**config.mk**
```make
export PLATFORM = sky130hd
export DESIGN_NAME = multiword_add_sequencer_flat
export DESIGN_NICKNAME = d
export VERILOG_FILES = /design/src/rtl/alu_seq_pkg.sv /design/src/rtl/multiword_add_sequencer_if.sv /design/src/rtl/slice_adder_ci.sv /design/src/rtl/multiword_add_sequencer.sv /design/src/flat_wrapper.sv
export SDC_FILE = /design/constraint.sdc
export NUM_CORES = 1
export LEC_CHECK = 0
export ABC_AREA = 0
export CORE_AREA = 2 2 73 75
export CTS_CLUSTER_SIZE = 12
export DETAILED_ROUTE_END_ITERATION = 6
export DIE_AREA = 0 0 75 77
export PLACE_DENSITY = 0.83
export SLEW_MARGIN = 20
export SYNTH_ARGS = -nofsm -noshare
export SYNTH_HDL_FRONTEND = slang
export SYNTH_SLANG_ARGS = --single-unit
```
**constraint.sdc**
```tcl
create_clock -name clk -period 2.34 [get_ports clk]
set_clock_uncertainty 0.05 [all_clocks]
set_input_delay 0.702 -clock clk [delete_from_list [all_inputs] [get_ports clk]]
set_output_delay 0.702 -clock clk [all_outputs]
set_load 0.02 [all_outputs]
```
**src/rtl/alu_seq_pkg.sv**
```systemverilog
// alu_seq_pkg: shared state encoding and counter sizing for the multiword add sequencer
package alu_seq_pkg;
    typedef enum logic [1:0] {IDLE = 2'd0, RUN = 2'd1, DONE = 2'd2} state_t;
    // One bit minimum, so that words=1 and words=2 both yield a legal counter
    function automatic int cnt_w(input int n);
        return (n <= 2) ? 1 : $clog2(n);
    endfunction
endpackage

```
**src/rtl/multiword_add_sequencer_if.sv**
```systemverilog
// multiword_add_sequencer_if: start/ready/done handshake and operand/result bus
// Optional SUBTRACT_EN adds the sub request bit.
interface multiword_add_sequencer_if #(parameter int size = 4, parameter int words = 4);
    logic                  start;
    logic [size*words-1:0] x;
    logic [size*words-1:0] y;
`ifdef SUBTRACT_EN
    logic                  sub;
`endif
    logic                  ready;
    logic                  busy;
    logic                  done;
    logic [size*words-1:0] s;
    logic                  cout;
    modport master (
`ifdef SUBTRACT_EN
        output sub,
`endif
        output start, x, y,
        input ready, busy, done, s, cout
    );
    modport slave (
`ifdef SUBTRACT_EN
        input sub,
`endif
        input start, x, y,
        output ready, busy, done, s, cout
    );
endinterface

```
**src/rtl/slice_adder_ci.sv**
```systemverilog
// slice_adder_ci: stateless size-bit ripple-carry adder with carry-in
module slice_adder_ci #(parameter int size = 4) (
    input  logic [size-1:0] a,
    input  logic [size-1:0] b,
    input  logic            ci,
    output logic [size-1:0] sum,
    output logic            co
);
    logic [size:0] c;
    assign c[0] = ci;
    for (genvar i = 0; i < size; i++) begin : g_fa
        assign sum[i]   = a[i] ^ b[i] ^ c[i];
        assign c[i+1]   = (a[i] & b[i]) | (c[i] & (a[i] ^ b[i]));
    end
    assign co = c[size];
endmodule

```
**src/rtl/multiword_add_sequencer.sv**
```systemverilog
// multiword_add_sequencer: wide add over `words` cycles through one shared size-bit slice
// Define SUBTRACT_EN to add the sub port (x - y, cout=1 means no borrow).
module multiword_add_sequencer import alu_seq_pkg::*; #(
    parameter int size  = 4,
    parameter int words = 4
) (
    input logic clk,
    input logic rst,
    multiword_add_sequencer_if.slave bus
);
    localparam int w  = size * words;
    localparam int cw = cnt_w(words);
    state_t         state, state_nx;
    logic [w-1:0]   xr, yr, sr, yin;
    logic [cw-1:0]  count;
    logic [size-1:0] sum;
    logic           carry, cout_r, co, ci0, last, accept;
    slice_adder_ci #(.size(size)) u_slice (
        .a(xr[size-1:0]), .b(yr[size-1:0]), .ci(carry), .sum(sum), .co(co)
    );
`ifdef SUBTRACT_EN
    assign ci0 = bus.sub;
    assign yin = bus.sub ? ~bus.y : bus.y;
`else
    assign ci0 = 1'b0;
    assign yin = bus.y;
`endif
    assign last   = count == cw'(words - 1);
    assign accept = (state == IDLE) && bus.start;
    always_ff @(posedge clk or posedge rst)
        if (rst) state <= IDLE;
        else     state <= state_nx;
    always_comb begin
        state_nx = state == IDLE ? (bus.start ? RUN : IDLE) :
                   state == RUN  ? (last ? DONE : RUN) : IDLE;
    end
    always_comb begin
        bus.ready = state == IDLE;
        bus.busy  = state == RUN;
        bus.done  = state == DONE;
        bus.s     = sr;
        bus.cout  = cout_r;
    end
    // Each slice sum enters at the top of s; after `words` shifts the LSB slice is at the bottom
    always_ff @(posedge clk or posedge rst)
        if (rst) begin
            xr <= '0; yr <= '0; sr <= '0; carry <= 1'b0; count <= '0; cout_r <= 1'b0;
        end else if (accept) begin
            xr <= bus.x; yr <= yin; carry <= ci0; count <= '0;
        end else if (state == RUN) begin
            xr    <= xr >> size;
            yr    <= yr >> size;
            sr    <= (sr >> size) | (w'(sum) << (w - size));
            carry <= co;
            count <= count + 1'b1;
            if (last) cout_r <= co;
        end
endmodule
```
**src/flat_wrapper.sv**
```systemverilog
// flat-port wrapper written by rule: the top's interface ports become plain ports
module multiword_add_sequencer_flat import alu_seq_pkg::*;
#(
    parameter int size  = 4,
    parameter int words = 4
)
  (clk, rst, bus_start, bus_x, bus_y, bus_ready, bus_busy, bus_done, bus_s, bus_cout);
  multiword_add_sequencer_if #(.size(size), .words(words)) bus_i ();
  input logic clk;
  input logic rst;
  input wire logic [$bits(bus_i.start)-1:0] bus_start;
  input wire logic [$bits(bus_i.x)-1:0] bus_x;
  input wire logic [$bits(bus_i.y)-1:0] bus_y;
  output wire logic [$bits(bus_i.ready)-1:0] bus_ready;
  output wire logic [$bits(bus_i.busy)-1:0] bus_busy;
  output wire logic [$bits(bus_i.done)-1:0] bus_done;
  output wire logic [$bits(bus_i.s)-1:0] bus_s;
  output wire logic [$bits(bus_i.cout)-1:0] bus_cout;
  assign bus_i.start = bus_start;
  assign bus_i.x = bus_x;
  assign bus_i.y = bus_y;
  assign bus_ready = bus_i.ready;
  assign bus_busy = bus_i.busy;
  assign bus_done = bus_i.done;
  assign bus_s = bus_i.s;
  assign bus_cout = bus_i.cout;
  multiword_add_sequencer #(.size(size), .words(words)) u_core (.clk(clk), .rst(rst), .bus(bus_i));
endmodule
```
# Word level (Yosys, flattened, before mapping)
# Cells that the tools add are included.
[word_totals]
output_inout_bits = 20
inputBits = 35
reg_bits = 54
[classes]
reduce_logical = 5
n_bitwise = 22
addsub = 1
eq_ne = 3
n_mux = 12
[op_table]
columns = ["cell", "n"]
rows = [
  ["2-to-1 mux 16 bit", 4],
  ["OR 12 x 16 -> 16 bit", 1],
  ["2-to-1 mux 2 bit", 5],
  ["bitwise AND 1 bit", 8],
  ["XOR 1 bit", 8],
  ["== test 2 bit (second input constant)", 2],
  ["OR 1 bit", 4],
  ["2-to-1 mux 1 bit", 3],
  ["AND reduction 3 bit", 1],
  ["adder 2 x 1 -> 2 bit (second input constant)", 1],
  ["== test 2 x 1 -> 1 bit (second input constant)", 1],
  ["logical NOT 2 bit", 1],
  ["AND reduction 2 bit", 1],
  ["nonzero test 2 bit", 1],
  ["logical AND 1 bit", 1],
  ["NOT 1 bit", 1],
]

# Depth between registers and ports, before layout
[logic_depth]
depth_word = 11
depth_mapped = 8
ltp_nobuf = 8

# By module
# Synthesis repeated with hierarchy kept, for this count alone.
[hier_totals]
cells_unflattened = 221
area_unflattened_um2 = 2565.0
[by_module_without_submodules]
columns = ["mod", "instances", "area_per_inst_um2", "cells_per_inst"]
rows = [
  ["multiword_add_sequencer", 1, 2447.3, 207],
  ["slice_adder_ci", 1, 117.6, 14],
]

# Worst setup path after synthesis
# OpenSTA, ideal clock, no wires.
[synth_path]
kind = "register to register"
start = "reg u_core.xr[0]"
end = "reg u_core.sr[15], in the netlist u_core.bus.s[15]"
n_path_buf = 0
t_arrival_ns = 1.976
t_required_ns = 2.207
path_stages_with_launch = 9
setup_ns = 0.083
path_slack_ns = 0.232
cell_sequence = "dfrtp_1 > fa_1 > inv_1 > fa_1 > inv_1 > fa_1 > inv_1 > fa_1 > o21ai_0"
[synth_between]
elab_chain_len = 9
elab_cells_between_ends = 10
cone_classes = "bitwise: 10"
[synth_rtl]
columns = ["element", "line", "text"]
rows = [
  ["from (decl)", "multiword_add_sequencer.sv:14", "logic [w-1:0] xr, yr, sr, yin;"],
  ["from (signal assigned)", "multiword_add_sequencer.sv:51", "xr <= xr >> size;"],
  ["XOR 1 bit", "slice_adder_ci.sv:13", "assign c[i+1] = (a[i] & b[i]) | (c[i] & (a[i] ^ b[i]));"],
  ["bitwise AND 1 bit", "slice_adder_ci.sv:13", ""],
  ["OR 1 bit (*)", "slice_adder_ci.sv:13", ""],
  ["bitwise AND 1 bit (*)", "slice_adder_ci.sv:13", ""],
  ["OR 1 bit (*)", "slice_adder_ci.sv:13", ""],
  ["bitwise AND 1 bit (*)", "slice_adder_ci.sv:13", ""],
  ["OR 1 bit (*)", "slice_adder_ci.sv:13", ""],
  ["XOR 1 bit (*)", "slice_adder_ci.sv:12", "assign sum[i] = a[i] ^ b[i] ^ c[i];"],
  ["OR 12 x 16 -> 16 bit (*)", "multiword_add_sequencer.sv:53", "sr <= (sr >> size) | (w'(sum) << (w - size));"],
  ["to (signal assigned)", "multiword_add_sequencer.sv:53", ""],
  ["to (decl)", "multiword_add_sequencer.sv:14", ""],
]
# Mark *: on every way between the ends. The rest lies on a longest branch, timed or not.
# A chain may end at the register's enable or synchronous reset.

# Worst setup path after layout
# Same ends and word-level chain as after synthesis.

==> metrics.md <==
| Metric | Value |
|---|---|
| Arrival @ worst endpoint | `2.41 ns` |
| Sequential element share of the synthesized area | `56.5%` |
| Number of instances on the worst hold path | `2` |
| Vias per std cell | `5.52` |
| Most used cells in the layout excluding fill and tap cells | `dfrtp_1 (53), clkdlybuf4s50_1 (51), o22ai_1 (30), a21oi_1 (21), mux2_2 (14)` |
| Placed instance count | `~330` |
| Layout-stage area growth over the synthesis result | `31.0%` |
| Final setup violation count | `0` |
| Overall overflow remaining after global route | `0` |
| Fin Setup TNS | `0 ns` |
| Post-Synthesis Net Count | `249` |
| Largest fanout of any net on the critical path | `2` |
| Length of the first detailed-routing pass in iterations | `4` |
| Cell count after synthesis | `209` |
| Number of standard cells in the layout, taps in and fillers out | `around 340` |
| Pin slew with the least headroom to its limit | `0.642 ns` |
| CP required | `2.53 ns` |
| Cell at the root of the clock tree | `clkbuf_8` |
| Total wire length after detailed routing | `5.39 mm` |
| Wire length of the first global-routing pass | `9.27 mm` |
| Placeable core region | `4980 sq um` |
| Proportion of layout cells with a drive suffix above 1 | `around 17%` |
| Crit Reg-Reg Startpoint | `u_core.xr[0]$_DFFE_PP0P_` |
| Detailed Route Iter0 Violations | `121` |
| H-Tree Level Count | `2` |
| Number of buffers between clock root and the deepest sink | `2` |
| Most frequent standard cell in the layout excluding fill and tap cells | `dfrtp_1` |
| Netlist cell types | `25` |
| Total global routing track utilization | `21.1%` |
| Maximum ir drop on the vdd rail | `0.569 mV` |
| Count of yosys warnings during synthesis | `0` |
| DP HPWL | `3.76 mm` |
| Final antenna-violating net count | `0` |
| Time the worst path needs with I/O delays and setup | `2.22 ns` |
| Number of antenna violations at the first check in global routing | `0` |
| Category of the worst setup path capture point | `flip-flop` |
| Pin count of the biggest net entering global routing | `55` |
| Power per Cell Area | `1410 nW/um^2` |
| Setup repair after global routing missed its margin | `false` |
| Count of maximum capacitance violations | `0` |
| Fill cell instance count of the final layout | `between 400 and 500` |
| Number of placement rows | `26` |
| Total DRC errors in the routed layout | `0` |
| Setup slack of the most critical reg-to-reg path | `0.12 ns` |
| Worst slack at placement | `0.0815 ns` |
| Cell area after technology mapping | `2390 sq um` |
| Net total in the final layout | `304` |
| Post-synthesis register bit count | `54` |
| Routability cong. | `0.833` |
| Worst Hold Path EP | `u_core.bus.cout$_DFFE_PP0P_` |
| Clock insertion delay at the later pin of the skew report | `roughly 0.32 ns` |
| Number of cell instances on the worst register-to-register path | `8` |
| Worst flop-to-flop path endpoint | `u_core.bus.s[15]$_DFFE_PP0P_` |
| Source of the worst hold timing path | `u_core.bus.cout$_DFFE_PP0P_` |
| Die width | `75 microns` |
| Worst min-delay path class | `flip-flop to flip-flop` |
| Worst-case setup margin in the final layout | `0.122 ns` |
| Initial standard-cell utilization of the core | `48.0%` |
| Leak | `0.00133 uW` |
| Final hold viol count | `0` |
| Ratio of final minimum period to clock period | `about 95%` |
| CTS tree | `done` |
| Achievable clock frequency | `451 MHz` |
| Final routed wire length divided by cell count | `between 15 and 20 microns` |
| Clock transition at the registers of the reported paths | `0.10 ns` |
| Die outline area | `5780 sq um` |
| Utilization after layout | `62.9%` |
| Worst rel slew slack | `57.2%` |
| Critical path class | `flip-flop to flip-flop` |
| Vias in the first global route | `1,905` |
| Syn avg cell area | `11.4 sq um` |
| Result of the run | `complete, no violations` |
| CTS sink cnt | `54` |
| Vertical extent of the die | `77 microns` |
| Port bufs | `54` |
| Detailed-route via count | `1,850` |
| Number of pins with negative max-slew slack in the final report | `0` |
| Final antenna diode count | `0` |
| Number of buffers inserted during clock tree synthesis | `5` |
| Worst Setup Start Kind | `flip-flop` |
| Count of pins on the block boundary | `55` |
## how the worst max path moves through the flow
stage | from | endpoint | slack [ns] | cells past startpoint
after floorplan | u_core.xr[0]$_DFFE_PP0P_ | u_core.bus.s[15]$_DFFE_PP0P_ | 0.23 | 8
after CTS | u_core.xr[0]$_DFFE_PP0P_ | u_core.bus.s[15]$_DFFE_PP0P_ | 0.06 | 8
after detailed placement | u_core.xr[0]$_DFFE_PP0P_ | u_core.bus.s[15]$_DFFE_PP0P_ | 0.08 | 8
final | u_core.xr[0]$_DFFE_PP0P_ | u_core.bus.s[15]$_DFFE_PP0P_ | 0.12 | 8
after global placement | u_core.xr[0]$_DFFE_PP0P_ | u_core.bus.s[15]$_DFFE_PP0P_ | 0.20 | 8
after global routing | u_core.xr[0]$_DFFE_PP0P_ | u_core.bus.s[15]$_DFFE_PP0P_ | 0.03 | 8
## through the flow
stage | instance area [sq um] | total power [uW] | hold WS (ns)
4_1_cts | 3120 | 4430 | 0.465
3_3_place_gp | 3020 | 3690 | 0.420
3_5_place_dp | 3020 | 3820 | 0.439
6_report | 3130 | 4420 | 0.456
2_1_floorplan | 2390 | 3080 | 0.416
5_1_grt | 3130 | 4750 | 0.492
## critical path, cell delays in order, from the launching register on
cell,delay [ns]
dfrtp_1,0.42
fa_1,0.41
inv_1,0.08
fa_1,0.16
inv_1,0.05
fa_1,0.36
inv_1,0.08
fa_1,0.40
o21ai_1,0.14
## Yosys cell counts
cell	n	area (sq um)
o21ai_0	14	70.1
nand2_1	8	30.0
fa_1	4	80.1
o21ba_2	1	10.0
clkbuf_2	1	5.00
dfrtp_1	54	1350
o221a_2	4	45.0
nand3b_1	5	37.5
nand2b_1	4	25.0
a21oi_1	21	105
or3b_2	3	26.3
ha_1	1	12.5
a22o_2	4	40.0
nor2b_1	1	6.26
buf_6	1	11.3
mux2_2	14	158
clkbuf_1	2	7.51
o21bai_2	1	11.3
a22o_1	2	17.5
o22ai_1	30	188
and2_2	1	7.51
buf_2	8	40.0
inv_1	12	45.0
buf_4	3	22.5
nor2_1	10	37.5
## state kept, by name, summed over array words and instances (netlist names)
name             cells
u_core.state         2
u_core.bus.s        16
u_core.yr           16
u_core.xr           16
u_core.count         2
u_core.bus.cout      1
u_core.carry         1
## layout make-up
| type | count | area [sq um] | share of cell area (%) |
|---|---|---|---|
| clock buffer | 6 | 72.6 | 2.32 |
| clock inverter | 2 | 37.5 | 1.20 |
| inverter | 12 | 45.0 | 1.44 |
| multi-input combinational | 128 | 907 | 29.0 |
| sequential | 54 | 1350 | 43.2 |
| tap | 70 | 87.6 | 2.80 |
| timing repair buffer | 63 | 629 | 20.1 |
## timing repair
action	in CTS	in global routing
hold buffers	0	0
setup endpoints to repair	3	1
resized for setup	4	1
pin swaps	0	0
setup buffers	0	1
## where the power goes
| group | internal, uW | switching (uW) |
|---|---|---|
| Combinational | 1030 | 1030 |
| Sequential | 1390 | 335 |
| Clock | 320 | 315 |
## kinds of logic (layout without fill, tap and decap cells)
logic type	count (synthesis)	count (layout)	share of synthesized area, %
adders and majority gates	5	5	3.87
buffers and inverters	27	83	5.50
and+or+nand+nor	32	32	7.12
muxes	14	14	6.60
DFF	54	54	56.5
AOI/OAI and AO/OA	77	77	20.4
## routing by layer
metal | part of all wire [%] | global-route usage, % | vias up
met5 | 0 | 0 | -
met4 | 2.4 | 8.04 | 0
met3 | 4.9 | 5.12 | 10
met2 | 50 | 32.6 | 68
met1 | 43 | 28.6 | 912
li1 | - | - | 860
No activity file was read; power rests on OpenSTA's default activity.
